[src/rtl/led_fade_driver.sv]
// Purpose : 8-channel LED afterglow driver; a lit input snaps its channel to full brightness,
//           which then decays one step every DECAY_DIV enabled cycles, rendered as 16-step PWM.
// Latency : leds_in sampled at edge N loads the level at N; first visible on pwm_out at N+1.
// Backpressure: none; en low freezes all state and forces pwm_out low until en returns.
//
// Ports:
//   clk      - single clock, rising edge
//   rst      - synchronous active-high reset, priority over everything
//   en       - advance enable
//   leds_in  - per-channel on/off pattern (bit i -> channel i)
//   pwm_out  - registered PWM drive (bit i -> channel i)
//   active   - combinational: high while any channel brightness is nonzero
module led_fade_driver #(
  parameter int DECAY_DIV = 4  // enabled cycles per decay step, 1..256
) (
  input  logic       clk,
  input  logic       rst,
  input  logic       en,
  input  logic [7:0] leds_in,
  output logic [7:0] pwm_out,
  output logic       active
);

  logic [3:0] level [8];
  logic [7:0] dcnt;
  logic [3:0] pwm_cnt;
  logic       tick;

  // DECAY_DIV=256 maps to a terminal count of 255, so 8 bits always suffice.
  assign tick = (dcnt == 8'(DECAY_DIV - 1));

  always_ff @(posedge clk) begin
    if (rst) begin
      for (int i = 0; i < 8; i++) begin
        level[i] <= 4'd0;
      end
      dcnt    <= 8'd0;
      pwm_cnt <= 4'd0;
      pwm_out <= 8'h00;
    end else if (en) begin
      dcnt    <= tick ? 8'd0 : dcnt + 8'd1;
      pwm_cnt <= pwm_cnt + 4'd1;  // natural 4-bit wrap gives the 16-cycle period
      for (int i = 0; i < 8; i++) begin
        // Compare uses pre-edge level and counter; level 15 therefore yields 15/16 duty.
        pwm_out[i] <= (level[i] > pwm_cnt);
        if (leds_in[i]) begin
          level[i] <= 4'hF;            // reload wins over a coincident decay tick
        end else if (tick && (level[i] != 4'd0)) begin
          level[i] <= level[i] - 4'd1; // saturate at 0, never wrap
        end
      end
    end else begin
      pwm_out <= 8'h00;
    end
  end

  always_comb begin
    active = 1'b0;
    for (int i = 0; i < 8; i++) begin
      active = active | (level[i] != 4'd0);
    end
  end

endmodule

[config.mk]
export PLATFORM = sky130hd
export DESIGN_NAME = led_fade_driver
export DESIGN_NICKNAME = d
export VERILOG_FILES = /design/src/rtl/led_fade_driver.sv
export SDC_FILE = /design/constraint.sdc
export NUM_CORES = 1
export LEC_CHECK = 0
export ABC_AREA = 0
export CAP_MARGIN = 30
export CORE_ASPECT_RATIO = 0.7
export CORE_UTILIZATION = 41
export CTS_BUF_LIST = sky130_fd_sc_hd__clkbuf_8
export DETAILED_ROUTE_END_ITERATION = 16
export GPL_TIMING_DRIVEN = 0
export PLACE_DENSITY = 0.58
export RECOVER_POWER = 25
export SYNTH_ARGS = -nofsm -noshare
export SYNTH_HDL_FRONTEND = slang
export SYNTH_SLANG_ARGS = --single-unit
[constraint.sdc]
create_clock -name clk -period 4.1 [get_ports clk]
set_input_delay 0.82 -clock clk [delete_from_list [all_inputs] [get_ports clk]]
set_output_delay 0.82 -clock clk [all_outputs]
set_load 0.02 [all_outputs]
== After elaboration in Yosys (flattened, before gate mapping) ==
Memories as Yosys holds them, arrays and structs flattened.
Index checks and enable logic that the tools add are counted.
Word-level totals
  flip-flop bits (word level): 20
  memories: 1
  logic and storage cells: 155
  output and inout port bits: 9
  input port bits: 11
  bits in writable memories: 32
Memory list
  level: depth 8, bits a word 4, rd ports 8, clocked after Yosys merged registers in 0, wr ports 8, line 24  | logic [3:0] level [8];
Operators by class
  bitwise gates (word level): 24
  eq/ne operators: 1
  reduce and logical (&&, ||, !) cells: 17
  multiplexer cells: 91
  add/subtract/negate cells: 10
  magnitude comparators: 8
Operator list (count)
  1-bit two-way mux: 74
  4-bit two-way mux: 16
  4-bit greater-than comparator: 8
  4-bit nonzero test: 8
  4-bit by 1-bit subtractor with 4-bit output, second input constant: 8
  1-bit bitwise OR: 23
  8-bit by 1-bit adder with 8-bit output, second input constant: 1
  8-bit by 2-bit equality test with 1-bit output, second input constant: 1
  1-bit logical AND: 8
  8-bit two-way mux: 1
  4-bit by 1-bit adder with 4-bit output, second input constant: 1
  2-bit OR reduction: 1
  1-bit inverter: 1

== Longest topological paths before layout ==
Gate-level depths: netlist (run 1).
  word-level depth: 8
  depth in mapped cells: 6

== Worst setup path before layout (run 1) ==
No wires, ideal clock.
  path type: reg-to-output
  from: mem level[1][0] (netlist: level[0][4])
  to: out active
  arrival: 1.633 ns
  path slack: 1.647 ns
  required time: 3.280 ns
  stages on the path, launching flop included: 6
  path through: edfxtp_1 inv_1 ha_1 or3b_2 nor4bb_1 nand4b_1
RTL lines
  start: declaration: line 24
  end: declaration: line 21  | output logic active

==> results_dict.tcl, run 1 <==
set metrics [dict create \
    outcome "finished clean" \
    cp.required_ns 3.28 \
    syn_to_final_growth_pct 11.9 \
    rsz0062_at_grt "false" \
    core.rowCount 26 \
    powerDensity_nw_per_um2 312 \
    async_flop_share 0 \
    post-route-period-util 0.850 \
    coreArea_um2 7450 \
    drv_slew 0 \
    dp_slack_ns 0.919 \
    rr_worst_depth 4 \
    track_usage 0.180 \
    setup_viol 0 \
    synthXorXnorAreaFrac 0.0543 \
    wirelength_um 6720 \
    grt_antenna_before_repair 0 \
    criticalPathCategory "reg2out" \
    synth-compound-area-share 0.139 \
    synth_edf_count 32 \
    synth_largest_area_cell "edfxtp_1" \
    ys_ff_latch 52 \
    syn_avg_cell_area_um2 10.2 \
    cts_tree "yes" \
    dr.pass1.iters 4 \
    synth_cell_type_count 38 \
    synth_top_family_by_area "simple AND/OR/NAND/NOR gates" \
    viasPerCell 5.46 \
    max_cap_violations 0 \
    synth_top_area_frac 0.298 \
    ctsResizeCount 0 \
    detail_route.iter0.violations 115 \
    final_common_cell "ha_1" \
    worstMarginPinSlew_ns 0.621 \
    syn-instance-count 315 \
    postCtsSetupBuffers 0 \
    cp_max_fo 4 \
    slew_headroom 0.586 \
    routabilityCongestion 0.797 \
    synth_mux_area_frac 0.00621 \
    worstPathArrival_ns 2.67 \
    synth-simple-area-share 0.180 \
    synth_area_leaders "edfxtp_1 (30%), ha_1 (16%), dfxtp_1 (12%)" \
    path_buf_inv 2 \
    whs_ns 0.532 \
    path_clk_slew_ns 0.09 \
    dieHeight_um 76.2 \
    setup_slack_ns 0.615 \
    syn-num-nets 368 \
    final_cell_mix "ha_1 (42), edfxtp_1 (32), a21oi_1 (30)" \
    fmax_ghz 0.287 \
    cts_hold_buf 0 \
    clkLatencyLatePin_ns 0.31 \
    hpwl_um 4920 \
    wl_per_cell_um 15.3 \
    slowest_delay_ns 0.56 \
    tns_ns 0 \
    hp-class "reg2reg" \
    htreeDepth 2 \
    clock-sinks 52 \
    ant_nets 0 \
    cts_made_buffers 5 \
    ys_seq_area_frac 0.422 \
    hold_viol_final 0 \
    initial_core_util 0.433 \
    io_pins 20 \
    critPathSlowestCell "clkdlybuf4s50_1" \
    critical-path-top-delay-family "simple AND/OR/NAND/NOR gates" \
    overflow 0 \
    dieWidth_um 108 \
    grt_pass1_wl_um 11500 \
    dr_total_vias 2399 \
    drc 0 \
    synth_ff_type "edfxtp_1" \
    drive_gt1_frac 0.0469 \
    fin_nets 393 \
    synth_fa_ha_area_frac 0.163 \
    insertedDiodeCount 0 \
    worstPathCellList "inv_1 -> ha_1 -> or3b_2 -> nor4bb_1 -> nand4b_1 -> clkdlybuf4s50_1" \
    yosys_warnings 0 \
    dieArea_um2 8230 \
    cp_num_cells 6 \
    cp-start-kind "flip-flop" \
    syn_area_um2 3220 \
    p_leak_nw 1.37 \
    min_delay_path_depth 2 \
    post-route-min-period_ns 3.49 \
    clock_path_buffers 2 \
    power.total_w 0.00113 \
    grt_pass1_vias 2391 \
    cts-root-buf "clkbuf_8" \
    ir_drop_mv 0.132 \
    portBuffers 18 \
    crit_path_end_kind "output port" \
    grt_max_degree 16 \
    fin_skew_ns 0.00460 \
]
-- through the flow --
step	cell area [um^2]	cells	util
2_1_floorplan	3220	315	-
3_3_place_gp	3530	431	0.473
3_5_place_dp	3530	431	0.473
4_1_cts	3610	439	0.484
5_1_grt	3610	439	0.484
6_report	3610	439	0.484
-- final cells by class --
type                    instances  area (um^2)
flip-flops and latches         52         1360
plain buffers                   8         30.0
multi-input cells             233         1750
inverters                      22         82.6
clock inverters                 3         12.5
fillers                       712         3840
repair buffers                 18          180
clock buffers                   5         68.8
well taps                      98          123
-- metal layers --
metal | up-vias | wire length (um) | GRT usage
met2 | 34 | 2760 | 0.259
met4 | 0 | 66 | 0.0521
met3 | 8 | 246 | 0.0325
li1 | 1231 | - | -
met5 | - | 0 | 0
met1 | 1126 | 3640 | 0.272
-- cell usage after synthesis, types with 4 or more instances --
cell type and instances:
ha_1 42, edfxtp_1 32, a21oi_1 30, inv_1 22, dfxtp_1 20, nand2_1 19
nand4_1 17, o31ai_1 16, nor2_1 15, xnor2_1 14, o21ai_0 13, nor2b_1 9
o211ai_1 8, nor3b_1 6, xor2_1 6, clkbuf_1 5, nor3_1 5, or3b_2 4
-- worst min-delay path, cell delays in order (launching register included) --
cell and delay, ns:
dfxtp_1 0.35, o21ai_0 0.08, a21oi_1 0.06
-- power breakdown --
part	internal [W]	switching, W	leakage, nW
logic	0.0000998	0.000115	0.827
clock network	0.000116	0.000170	0.0505
registers	0.000592	0.0000341	0.496
-- registers in the layout, summed over array words and instances (netlist names) --
signal and flops:
pwm_out 8, pwm_cnt 4, level 32, dcnt 8
-- final timing paths --
| path | start | end | slack [ns] |
|---|---|---|---|
| hold / removal | dcnt[7] | dcnt[7] | 0.53 |
| setup / recovery | level[0][4] | active | 0.61 |
| setup reg to reg | dcnt[0] | level[1][0] | 1.68 |
| hold reg to reg | dcnt[7] | dcnt[7] | 0.53 |
-- logic make-up (layout without fill, tap and decap cells) --
logic type | Yosys count | in the layout
DFF | 52 | 52
and+or+nand+nor | 96 | 96
adders and majority gates | 42 | 42
buffers and inverters | 30 | 56
AOI/OAI and AO/OA | 73 | 73
xor gates and xnor gates | 20 | 20
muxes | 2 | 2
Note: power is estimated with default switching activity, not from simulation.
==> inputs of run 2 (changes only) <==
Settings changed: CTS_CLUSTER_SIZE from default to 14.
==> results of run 2 <==
No change in the layout: final DEF, timing and power equal those of run 1.
